**config.mk**
```make
export PLATFORM = sky130hd
export DESIGN_NAME = load_store_unit_flat
export DESIGN_NICKNAME = d
export VERILOG_FILES = /design/src/rtl/load_store_unit_if.sv /design/src/rtl/load_store_unit.sv /design/src/flat_wrapper.sv
export SDC_FILE = /design/constraint.sdc
export NUM_CORES = 1
export LEC_CHECK = 0
export ABC_AREA = 1
export ABC_CLOCK_PERIOD_IN_PS = 2700
export BUFFER_PORTS_ARGS = -buffer_cell sky130_fd_sc_hd__buf_2
export CAP_MARGIN = 20
export CORE_UTILIZATION = 37
export DETAILED_ROUTE_END_ITERATION = 12
export PLACE_DENSITY = 0.61
export RECOVER_POWER = 100
export SYNTH_ARGS = -nofsm -noshare
export SYNTH_HDL_FRONTEND = slang
export SYNTH_SLANG_ARGS = --single-unit
```
**constraint.sdc**
```tcl
create_clock -name clk -period 2.7 [get_ports clk]
set_input_delay 0 -clock clk [delete_from_list [all_inputs] [get_ports clk]]
set_output_delay 0 -clock clk [all_outputs]
set_load 0.02 [all_outputs]
```
**src/rtl/load_store_unit_if.sv**
```systemverilog
// load_store_unit_if: request/response and data-memory beat signals of the load/store unit
interface load_store_unit_if #(parameter int ADDR_W = 9, parameter int DATA_W = 32);
  logic req_valid;
  logic req_ready;
  logic req_write;
  logic [2:0] req_funct3;
  logic [ADDR_W-1:0] req_addr;
  logic [DATA_W-1:0] req_wdata;
  logic resp_valid;
  logic [DATA_W-1:0] resp_rdata;
  logic mem_req;
  logic mem_we;
  logic [ADDR_W-1:0] mem_addr;
  logic [3:0] mem_be;
  logic [DATA_W-1:0] mem_wdata;
  logic mem_ack;
  logic [DATA_W-1:0] mem_rdata;
  modport master (
    output req_valid, req_write, req_funct3, req_addr, req_wdata, mem_ack, mem_rdata,
    input req_ready, resp_valid, resp_rdata, mem_req, mem_we, mem_addr, mem_be, mem_wdata
  );
  modport slave (
    input req_valid, req_write, req_funct3, req_addr, req_wdata, mem_ack, mem_rdata,
    output req_ready, resp_valid, resp_rdata, mem_req, mem_we, mem_addr, mem_be, mem_wdata
  );
endinterface

```
**src/rtl/load_store_unit.sv**
```systemverilog
// load_store_unit: RV32I load/store initiator splitting misaligned accesses into two word beats
module load_store_unit #(
  parameter int ADDR_W = 9,
  parameter int DATA_W = 32
) (
  input logic clk,
  input logic reset,
  load_store_unit_if.slave bus
);
  typedef enum logic [1:0] {IDLE, BEAT0, BEAT1, RESP} state_t;
  state_t state;
  logic wr;
  logic [2:0] f3;
  logic [ADDR_W-1:0] addr, w0;
  logic [DATA_W-1:0] wd, b0, b1, wmask, rdata;
  logic [2*DATA_W-1:0] wsh, rsh;
  logic [1:0] o;
  logic [2:0] size;
  logic [7:0] mask;
  logic split, sext, busy, resp;
  always_comb begin
    o = addr[1:0];
    // stores have no unsigned forms, so 100/101 fall through to a word
    size = (f3[1:0] == 2'b00 && (!wr || !f3[2])) ? 3'd1 :
           (f3[1:0] == 2'b01 && (!wr || !f3[2])) ? 3'd2 : 3'd4;
    sext = !wr && !f3[2] && size != 3'd4;
    split = ({2'b00, o} + {1'b0, size}) > 4'd4;
    mask = 8'((size == 3'd1 ? 8'h01 : size == 3'd2 ? 8'h03 : 8'h0F) << o);
    wmask = size == 3'd1 ? DATA_W'(32'hFF) : size == 3'd2 ? DATA_W'(32'hFFFF) : '1;
    wsh = {{DATA_W{1'b0}}, wd & wmask} << {o, 3'b000};
    rsh = {b1, b0} >> {o, 3'b000};
    rdata = size == 3'd1 ? {{24{sext & rsh[7]}}, rsh[7:0]} :
            size == 3'd2 ? {{16{sext & rsh[15]}}, rsh[15:0]} : rsh[DATA_W-1:0];
    w0 = {addr[ADDR_W-1:2], 2'b00};
    busy = !reset && (state == BEAT0 || state == BEAT1);
    resp = !reset && state == RESP;
    bus.req_ready = !reset && state == IDLE;
    bus.mem_req = busy;
    bus.mem_we = busy && wr;
    bus.mem_addr = !busy ? '0 : state == BEAT1 ? w0 + ADDR_W'(4) : w0;
    bus.mem_be = !busy ? 4'h0 : state == BEAT1 ? mask[7:4] : mask[3:0];
    bus.mem_wdata = !(busy && wr) ? '0 : state == BEAT1 ? wsh[2*DATA_W-1:DATA_W] : wsh[DATA_W-1:0];
    bus.resp_valid = resp;
    bus.resp_rdata = (resp && !wr) ? rdata : '0;
  end
  always_ff @(posedge clk) begin
    if (reset) begin
      state <= IDLE;
      wr <= 1'b0;
      f3 <= 3'b000;
      addr <= '0;
      wd <= '0;
      b0 <= '0;
      b1 <= '0;
    end else begin
      case (state)
        IDLE: if (bus.req_valid) begin
          wr <= bus.req_write;
          f3 <= bus.req_funct3;
          addr <= bus.req_addr;
          wd <= bus.req_wdata;
          b0 <= '0;
          b1 <= '0;
          state <= BEAT0;
        end
        BEAT0: if (bus.mem_ack) begin
          b0 <= bus.mem_rdata;
          state <= split ? BEAT1 : RESP;
        end
        BEAT1: if (bus.mem_ack) begin
          b1 <= bus.mem_rdata;
          state <= RESP;
        end
        RESP: state <= IDLE;
      endcase
    end
  end
endmodule
```
**src/flat_wrapper.sv**
```systemverilog
// flat-port wrapper written by rule: the top's interface ports become plain ports
module load_store_unit_flat 
#(
  parameter int ADDR_W = 9,
  parameter int DATA_W = 32
)
  (clk, reset, bus_req_valid, bus_req_write, bus_req_funct3, bus_req_addr, bus_req_wdata, bus_mem_ack, bus_mem_rdata, bus_req_ready, bus_resp_valid, bus_resp_rdata, bus_mem_req, bus_mem_we, bus_mem_addr, bus_mem_be, bus_mem_wdata);
  load_store_unit_if #(.ADDR_W(ADDR_W), .DATA_W(DATA_W)) bus_i ();
  input logic clk;
  input logic reset;
  input wire logic [$bits(bus_i.req_valid)-1:0] bus_req_valid;
  input wire logic [$bits(bus_i.req_write)-1:0] bus_req_write;
  input wire logic [$bits(bus_i.req_funct3)-1:0] bus_req_funct3;
  input wire logic [$bits(bus_i.req_addr)-1:0] bus_req_addr;
  input wire logic [$bits(bus_i.req_wdata)-1:0] bus_req_wdata;
  input wire logic [$bits(bus_i.mem_ack)-1:0] bus_mem_ack;
  input wire logic [$bits(bus_i.mem_rdata)-1:0] bus_mem_rdata;
  output wire logic [$bits(bus_i.req_ready)-1:0] bus_req_ready;
  output wire logic [$bits(bus_i.resp_valid)-1:0] bus_resp_valid;
  output wire logic [$bits(bus_i.resp_rdata)-1:0] bus_resp_rdata;
  output wire logic [$bits(bus_i.mem_req)-1:0] bus_mem_req;
  output wire logic [$bits(bus_i.mem_we)-1:0] bus_mem_we;
  output wire logic [$bits(bus_i.mem_addr)-1:0] bus_mem_addr;
  output wire logic [$bits(bus_i.mem_be)-1:0] bus_mem_be;
  output wire logic [$bits(bus_i.mem_wdata)-1:0] bus_mem_wdata;
  assign bus_i.req_valid = bus_req_valid;
  assign bus_i.req_write = bus_req_write;
  assign bus_i.req_funct3 = bus_req_funct3;
  assign bus_i.req_addr = bus_req_addr;
  assign bus_i.req_wdata = bus_req_wdata;
  assign bus_i.mem_ack = bus_mem_ack;
  assign bus_i.mem_rdata = bus_mem_rdata;
  assign bus_req_ready = bus_i.req_ready;
  assign bus_resp_valid = bus_i.resp_valid;
  assign bus_resp_rdata = bus_i.resp_rdata;
  assign bus_mem_req = bus_i.mem_req;
  assign bus_mem_we = bus_i.mem_we;
  assign bus_mem_addr = bus_i.mem_addr;
  assign bus_mem_be = bus_i.mem_be;
  assign bus_mem_wdata = bus_i.mem_wdata;
  load_store_unit #(.ADDR_W(ADDR_W), .DATA_W(DATA_W)) u_core (.clk(clk), .reset(reset), .bus(bus_i));
endmodule
```
==> out/metrics.cfg <==
[power_and_ir_drop]
p_sw_mw = 3.25
swShare_pct = 48.1
power_density_nw_per_um2 = 826
intPower_mw = 3.51
clkPwrFrac_pct = 18.6
ir_drop_mv = 0.443
sequentialPowerShare_pct = 31.7
p_comb_share_pct = 49.7
p_leak_nw = 3.38

[global_route]
grt_pass1_vias = 6583
track_usage_pct = 26.2
grt_max_degree = 58
grt_pass1_wl_mm = 36.4
grt.overflow.total = 0
antenna_found_initial = 0

[finish]
final_core_util_pct = 48.9
drive_gt1_share_pct = 13.6
num_antenna_cells = 0
layout.nets = 1301
area_growth_pct = 27.4

[sta]
maxSlewHeadroom_pct = 14.9
setup_viol = 0
clock.fmax_mhz = 394
post-route-period-util_pct = 93.9
finalClockSkew_ps = 4.73
worstMarginPinSlew_ps = 1280
period_needed_ps = 2540
final_max_slew_viol_count = 0
hold_viol = 1
rsz0062_at_grt = false
whs_ps = -2.62
fin_tns_setup_ps = 0

[logic_synthesis]
syn_inst = 1030
synth_fa_ha_area_share_pct = 1.67
async_flop_share_pct = 0
synth_top_family_by_area = compound AO/OA/AOI/OAI gates
muxShareOfSynthArea_pct = 0
yosysSeqAreaShare_pct = 32.1
yosysWarnings = 0
synth_xor_area_share_pct = 0
synth_area_per_cell_um2 = 6.24
synth_compound_area_share_pct = 29.4
synth_edf_count = 0
ys.flop_type = dfxtp_1
ys_types = 33
synth-seq-cells = 103
yosys.area_share.simple_pct = 25.5
synth_area_um2 = 6430

[setup_path]
r2r_cells = 9
path_buf_inv = 5
crit_cells = 9
end_kind = register
crit_arrival_ps = 2710
slowest_delay_ps = 520
startpoint_type = register
required_ps = 2870
slowest_stage = buf_2
cpLargestDelayFamily = buffers and inverters
path_class = register to register
crit_path_max_fanout = 34
path_cells = ha_1 -> buf_4 -> inv_1 -> o21ai_2 -> buf_2 -> inv_1 -> buf_4 -> nand3_1 -> a21oi_1

[floorplan]
design.die.area_um2 = 17900
initial_utilization_pct = 38.4
die_w_um = 134
core_um2 = 16800
rows = 47
io_pins = 162
chipHeight_um = 134

[clock_tree]
cts_tree = done
cts_max_path_buffers = 2
cts_setup_buffers = 0
cts_resized = 0
cts_max_level = 3
clkTransAtPathRegs_ps = 70
root_buffer = clkbuf_16
insertion_delay_ps = 350
cts_hold_buf = 75
clock-sinks = 103
cts_buffers = 9

[detailed_routing]
wl_per_cell_um = 16.4
drt_wl_total_mm = 23.5
vias_per_cell = 5.27
antenna_left = 0
vias = 7567
drc = 0
drtIter0Drc = 773
dr.pass1.iters = 5

[placed_design]
dp.final_hpwl_mm = 15.8
port_buffers = 159
place.gp.congestion = 0.915

[min_path]
min_path_type = input pin to register
hold_depth = 3

[run_status]
violations = negative hold slack
outcome = finished, violations left

[flow_run]
max-cap-violations = 0

==> cells in the mapped netlist, types with 6 or more instances <==
| cell | n | area share [%] |
|---|---|---|
| o211a_1 | 6 | 0.93 |
| inv_1 | 75 | 4.4 |
| buf_1 | 6 | 0.35 |
| clkbuf_1 | 39 | 2.3 |
| a31oi_1 | 7 | 0.68 |
| buf_2 | 30 | 2.3 |
| ha_1 | 7 | 1.4 |
| a211oi_1 | 16 | 1.9 |
| dfxtp_1 | 103 | 32 |
| inv_2 | 7 | 0.41 |
| nand2_1 | 170 | 9.9 |
| o21ai_0 | 177 | 14 |
| nor3_1 | 7 | 0.54 |
| a21oi_1 | 140 | 11 |
| nand3_1 | 68 | 5.3 |
| nor2_1 | 133 | 7.8 |
==> cells in the final DEF, fill, tap and decap left out, drive strengths merged <==
cell type    synthesis  layout
o21ai              183     183
nand2              177     177
a21oi              140     140
nor2               139     139
buf                 46     114
dfxtp              103     103
inv                 82      82
clkbuf              39      77
dlygate4sd3          0      75
nand3               69      69
a211oi              16      16
nor3                 8       8
a31oi                7       7
ha                   7       7
o211a                6       6
clkinv               1       4
o211ai               3       3
conb                 1       2
clkinvlp             0       2
o21bai               1       1
o2111ai              1       1
fa                   1       1
==> worst register-to-register path: cells and delay by family, from the launching register on <==
kind                       cells  cell delay [ps]
AOI/OAI and AO/OA              2              190
adders and majority gates      1              190
buffers and inverters          5             1430
DFF                            1              420
and+or+nand+nor                1              130
==> flip-flops by register name (all words and copies together), names as in the netlist <==
name and flops:
u_core.state 2, u_core.b1 24, u_core.f3 3, u_core.b0 32, u_core.addr 9, u_core.wd 32, u_core.wr 1
==> per-stage QoR <==
stage / cells / worst slack [ps] / power [mW] / hold WS, ps / area (µm²)
6_report: 1437 / 164 / 6.77 / -2.62 / 8190
5_1_grt: 1437 / 5.35 / 7.26 / 0.351 / 8190
4_1_cts: 1436 / 223 / 6.74 / 8.00 / 8270
3_5_place_dp: 1345 / 232 / 5.41 / 236 / 7240
3_3_place_gp: 1345 / 283 / 5.39 / 235 / 7240
2_1_floorplan: 1031 / 770 / 4.50 / 160 / 6430
==> power groups by stage <==
stage | Combinational, mW | Clock (mW) | Sequential (mW)
5_1_grt | 3.73 | 1.34 | 2.19
3_5_place_dp | 3.24 | 0 | 2.17
4_1_cts | 3.33 | 1.27 | 2.14
3_3_place_gp | 3.23 | 0 | 2.16
6_report | 3.36 | 1.26 | 2.15
2_1_floorplan | 2.42 | 0 | 2.08
==> logic make-up after synthesis <==
logic type	count (synthesis)
AND/OR/NAND/NOR	393
other	1
AO/OA/AOI/OAI	357
buffers and inverters	168
adder cells (fa/ha/maj)	8
flip-flops	103
==> path summary, 6_finish.rpt <==
kind / slack, ps / from / endpoint
max: 160 / u_core.state[0] / u_core.b0[19]
max reg2reg: 160 / u_core.state[0] / u_core.b0[19]
min: -3 / bus_req_wdata[6] / u_core.wd[6]
min reg2reg: 460 / u_core.b1[18] / u_core.b1[18]
==> area by class of cell <==
type | count | area [µm²]
multi-input combinational | 760 | 3640
fill | 1793 | 8570
timing repair buffer | 255 | 1630
inverter | 83 | 313
tap | 220 | 275
clock buffer | 11 | 243
clock inverter | 5 | 33.8
sequential | 103 | 2060
==> layer usage <==
layer	share of wire, %	wire length [µm]	up-vias	GRT usage, %
met5	0	0	-	0
met4	2.4	556	0	10.2
met3	7.3	1720	39	4.01
met2	42	9920	330	37.0
met1	48	11300	3416	39.2
li1	-	-	3782	-
Power figures use the tool's default switching activity.
